### src/rtl/sync_debounce_pkg.sv
// sync_debounce_pkg: shared FSM state type and parameter legality helper
package sync_debounce_pkg;

  typedef enum logic [1:0] {
    STABLE_LO = 2'd0,
    CHECK_HI  = 2'd1,
    STABLE_HI = 2'd2,
    CHECK_LO  = 2'd3
  } dbnc_state_t;

  function automatic bit params_ok(input int sync_stages, input int debounce_cycles);
    return sync_stages >= 2 && debounce_cycles >= 1;
  endfunction

endpackage

### src/rtl/sync_debounce_sync_chain.sv
// sync_chain: plain flop chain bringing an asynchronous level into clk
module sync_chain #(
  parameter int STAGES = 2
) (
  input  logic clk,
  input  logic rstn,
  input  logic d,
  output logic q
);

  logic [STAGES-1:0] r;

  // shift the raw level through the chain, clearing it on reset
  always_ff @(posedge clk)
    r <= !rstn ? '0 : {r[STAGES-2:0], d};

  assign q = r[STAGES-1];

endmodule

### src/rtl/sync_debounce.sv
// sync_debounce: synchronize, debounce and edge-detect an asynchronous level
module sync_debounce
  import sync_debounce_pkg::*;
#(
  parameter int SYNC_STAGES     = 2,
  parameter int DEBOUNCE_CYCLES = 4
) (
  input  logic clk,
  input  logic rstn,
  input  logic din_async,
  output logic dout,
  output logic dout_bar,
  output logic rise,
  output logic fall,
  output logic busy
);

  localparam int CW = $clog2(DEBOUNCE_CYCLES + 1);
  localparam logic [CW-1:0] LAST = CW'(DEBOUNCE_CYCLES - 1);
  localparam bit PARAMS_OK = params_ok(SYNC_STAGES, DEBOUNCE_CYCLES);

  generate
    if (!PARAMS_OK) begin : g_bad_params
      $error("sync_debounce: SYNC_STAGES must be >= 2 and DEBOUNCE_CYCLES >= 1");
    end
  endgenerate

  dbnc_state_t state, state_n;
  logic [CW-1:0] cnt, cnt_n;
  logic s, mis, in_chk, commit;

  sync_chain #(.STAGES(SYNC_STAGES)) u_sync (
    .clk  (clk),
    .rstn (rstn),
    .d    (din_async),
    .q    (s)
  );

  // qualify a synced mismatch: commit after DEBOUNCE_CYCLES consecutive mismatching edges
  always_comb begin
    mis     = s != dout;
    in_chk  = state inside {CHECK_HI, CHECK_LO};
    commit  = mis && (in_chk ? cnt == LAST : DEBOUNCE_CYCLES == 1);
    state_n = commit ? (s ? STABLE_HI : STABLE_LO)
            : mis    ? (s ? CHECK_HI : CHECK_LO)
            :          (dout ? STABLE_HI : STABLE_LO);
    cnt_n   = (commit || !mis) ? '0 : in_chk ? cnt + 1'b1 : CW'(1);
  end

  // state, counter and registered outputs; pulses last only the commit cycle
  always_ff @(posedge clk) begin
    if (!rstn) begin
      state    <= STABLE_LO;
      cnt      <= '0;
      dout     <= 1'b0;
      dout_bar <= 1'b1;
      rise     <= 1'b0;
      fall     <= 1'b0;
      busy     <= 1'b0;
    end else begin
      state    <= state_n;
      cnt      <= cnt_n;
      dout     <= commit ? s : dout;
      dout_bar <= commit ? ~s : dout_bar;
      rise     <= commit && s;
      fall     <= commit && !s;
      busy     <= state_n inside {CHECK_HI, CHECK_LO};
    end
  end

  // self-check of output and counter invariants outside reset
  always @(posedge clk) begin
    if (rstn) begin
      a_comp: assert (dout == ~dout_bar) else $error("%0t: dout/dout_bar not complementary", $time);
      a_excl: assert (!(rise && fall)) else $error("%0t: rise and fall together", $time);
      a_rise: assert (!rise || dout) else $error("%0t: rise without dout high", $time);
      a_fall: assert (!fall || !dout) else $error("%0t: fall without dout low", $time);
      a_cnt:  assert (32'(cnt) < DEBOUNCE_CYCLES) else $error("%0t: cnt out of range", $time);
    end
  end

endmodule

### config.mk
export PLATFORM = sky130hd
export DESIGN_NAME = sync_debounce
export DESIGN_NICKNAME = d
export VERILOG_FILES = /design/src/rtl/sync_debounce_pkg.sv /design/src/rtl/sync_debounce_sync_chain.sv /design/src/rtl/sync_debounce.sv
export SDC_FILE = /design/constraint.sdc
export NUM_CORES = 1
export LEC_CHECK = 0
export ABC_CLOCK_PERIOD_IN_PS = 1450
export BUFFER_PORTS_ARGS = -buffer_cell sky130_fd_sc_hd__buf_4
export CELL_PAD_IN_SITES_DETAIL_PLACEMENT = 1
export CELL_PAD_IN_SITES_GLOBAL_PLACEMENT = 2
export CORE_AREA = 2 2 39 41
export DETAILED_ROUTE_END_ITERATION = 10
export DIE_AREA = 0 0 41 43
export PLACE_DENSITY = 0.63
export SLEW_MARGIN = 15
export SYNTH_ARGS = -nofsm -noshare
export SYNTH_HDL_FRONTEND = slang
export SYNTH_HIERARCHICAL = 1
export SYNTH_SLANG_ARGS = --single-unit
### constraint.sdc
create_clock -name clk -period 1.45 [get_ports clk]
set_input_delay 0.29 -clock clk [delete_from_list [all_inputs] [get_ports clk]]
set_output_delay 0.29 -clock clk [all_outputs]
set_load 0.01 [all_outputs]
==> flow_metrics.env <==
export IMPL_status="completed"
export IMPL_synth_cells=34
export IMPL_p_leak_nw=0.190
export IMPL_critical_path_top_delay_family="adder cells"
export IMPL_grtUsageTotal_pct=10.5
export IMPL_ys_warn_count=6
export IMPL_crit_path_end="dout_bar$_SDFFE_PN1P_"
export IMPL_startpoint="cnt[0]$_SDFF_PP0_"
export IMPL_drc=0
export IMPL_fin_util_pct=34.6
export IMPL_endpoint_kind="flop"
export IMPL_postCtsSetupBuffers=0
export IMPL_avgSynthCellArea_um2=11.3
export IMPL_yosysSeqAreaShare_pct=52.1
export IMPL_area_growth_pct=24.8
export IMPL_yosysMostFrequentCell="dfxtp_1"
export IMPL_syn_area_um2=384
export IMPL_path_clk_slew_ns=0.06
export IMPL_worst_pin_slew_ns=0.381
export IMPL_drt_wl_total_um=740
export IMPL_holdWs_ns=0.233
export IMPL_fin_crit_ns=1.34
export IMPL_slowest_stage="dfxtp_1"
export IMPL_synth_fp_nets=39
export IMPL_fin_skew_ns=0.000883
export IMPL_io_buffer_count=7
export IMPL_slew_violations=0
export IMPL_ant_nets=0
export IMPL_dieArea_um2=1760
export IMPL_layout_setup_ws_ns=0.109
export IMPL_synth_edf_count=0
export IMPL_gp_congestion=0.721
export IMPL_total_power_mw=0.484
export IMPL_first_pass_iters=2
export IMPL_grt_pass1_wl_mm=1.22
export IMPL_worst_path_buf_inv=0
export IMPL_ys_ff_latch=10
export IMPL_start_util_pct=27.8
export IMPL_cp_arrival_ns=1.50
export IMPL_grt_pass1_vias=298
export IMPL_ys_top_cells_by_area="dfxtp_1 52%, ha_1 6.5%, o41ai_2 4.2%"
export IMPL_cts_resized=0
export IMPL_core_um2=1380
export IMPL_use_met1_pct=12.4
export IMPL_antenna_cells=0
export IMPL_crit_path_max_incr_delay_ns=0.31
export IMPL_cts_tree="built"
export IMPL_synth_top_area_share_pct=52.1
export IMPL_die_y_um=43
export IMPL_rsz0062_at_grt="no"
export IMPL_pin_count=8
export IMPL_ys_flop_type="dfxtp_1"
export IMPL_drv_cap=0
export IMPL_fin_tns_setup_ns=0
export IMPL_yosysTopAreaCell="dfxtp_1"
export IMPL_busiest_layer="met2"
export IMPL_fp_row_count=14
export IMPL_use_met3_pct=4.71
export IMPL_setup_worst_path_class="reg -> reg"
export IMPL_routedWlPerCell_um=12.3
export IMPL_cts_buffers=3
export IMPL_worstPathMaxFanout=8
export IMPL_hold_buffers=0
export IMPL_reg2reg_from="cnt[0]$_SDFF_PP0_"
export IMPL_cts_sinks=10
export IMPL_power_density_nw_per_um2=1010
export IMPL_rr_worst_depth=4
export IMPL_max_freq_mhz=746
export IMPL_cp_depth=4
export IMPL_path_cells="ha_1, ha_1, and4b_2, o41ai_2"
export IMPL_antenna_found_initial=0
export IMPL_grt_max_degree=10
export IMPL_cpMostUsedCell="ha_1"
export IMPL_dp_slack_ns=0.110
export IMPL_worstHoldPathType="in -> reg"
export IMPL_vias=293
export IMPL_dp_hpwl_um=575
export IMPL_htreeDepth=1
export IMPL_die_x_um=41
export IMPL_setup_violations=0
export IMPL_cts_buffer_depth=2
export IMPL_required_ns=1.61
export IMPL_clockRootBuffer="clkbuf_4"
export IMPL_synthDistinctLibCells=19
export IMPL_synthArstFlopShare_pct=0
export IMPL_nNetsFinal=51
export IMPL_r2r_end="dout_bar$_SDFFE_PN1P_"
export IMPL_relSlewSlack_pct=74.4
export IMPL_gr_total_overflow=0
export IMPL_routed_via_density=4.88
export IMPL_finalHoldViolCount=0
export IMPL_ir_worst_vdd_v=0.000384
export IMPL_critPathLaunchType="flop"
export IMPL_worst_r2r_setup_slack_ns=0.11
export IMPL_drive_gt1_share_pct=31.8
export IMPL_clk_latency_ns=0.25
export IMPL_use_met2_pct=15.9
export IMPL_finalCritPeriodShare_pct=92.5
export IMPL_first_iter_violations=1
[per-stage QoR]
stage               instance area (µm²)  cells
global placement                    457     57
finish                              479     60
floorplan                           384     34
detailed placement                  457     57
global route                        479     60
CTS                                 479     60
[per-layer routing]
layer,up-vias,routed length [µm]
li1,146,-
met1,142,304
met2,5,404
met3,0,31
met4,0,0
met5,-,0
[kinds of logic (layout without fill, tap and decap cells)]
family	after synthesis	in the layout	share of synthesized area [%]
adder cells (fa/ha/maj)	2	2	6.51
flip-flops	10	10	52.1
XOR/XNOR	1	1	2.28
AO/OA/AOI/OAI	6	6	13.4
buffers and inverters	2	12	1.96
AND/OR/NAND/NOR	13	13	23.8
[where the power goes]
part           switching, mW  leakage, nW  internal, mW
combinational        0.00879       0.0954       0.00974
clock                 0.0859       0.0138        0.0955
sequential           0.00446       0.0812         0.279
[state kept, by name, indices dropped and copies added, names as in the netlist]
name,count
dout,1
u_sync/r,2
rise,1
cnt,3
fall,1
dout_bar,1
busy,1
[area by class of cell]
cell class	instances	area (µm²)
Sequential cell	10	200
Timing Repair Buffer	7	52.6
Multi-Input combinational cell	22	176
Clock buffer	3	22.5
Inverter	2	7.51
Tap cell	16	20.0
Fill cell	172	905
[worst min path at each step]
stage | start | cells past startpoint | to | slack, ns
after floorplan | rstn | 1 | dout_bar$_SDFFE_PN1P_ | 0.35
after global placement | u_sync/r[0]$_SDFF_PN0_ | 1 | u_sync/r[1]$_SDFF_PN0_ | 0.43
after detailed placement | u_sync/r[0]$_SDFF_PN0_ | 1 | u_sync/r[1]$_SDFF_PN0_ | 0.43
after CTS | din_async | 2 | u_sync/r[0]$_SDFF_PN0_ | 0.23
after global routing | rstn | 2 | dout_bar$_SDFFE_PN1P_ | 0.24
final | din_async | 2 | u_sync/r[0]$_SDFF_PN0_ | 0.23
[cells in the final DEF (no fill, tap or decap), drive strengths merged]
cell type,n
dfxtp,10
buf,7
clkbuf,3
inv,2
nand3,2
nor3b,2
a21oi,2
ha,2
and2,2
xnor2,1
a211oi,1
a21bo,1
nand2b,1
nor4,1
o21a,1
nor3,1
nor4b,1
nor2b,1
nor2,1
and4b,1
o41ai,1
No activity file was read; power rests on OpenSTA's default activity.
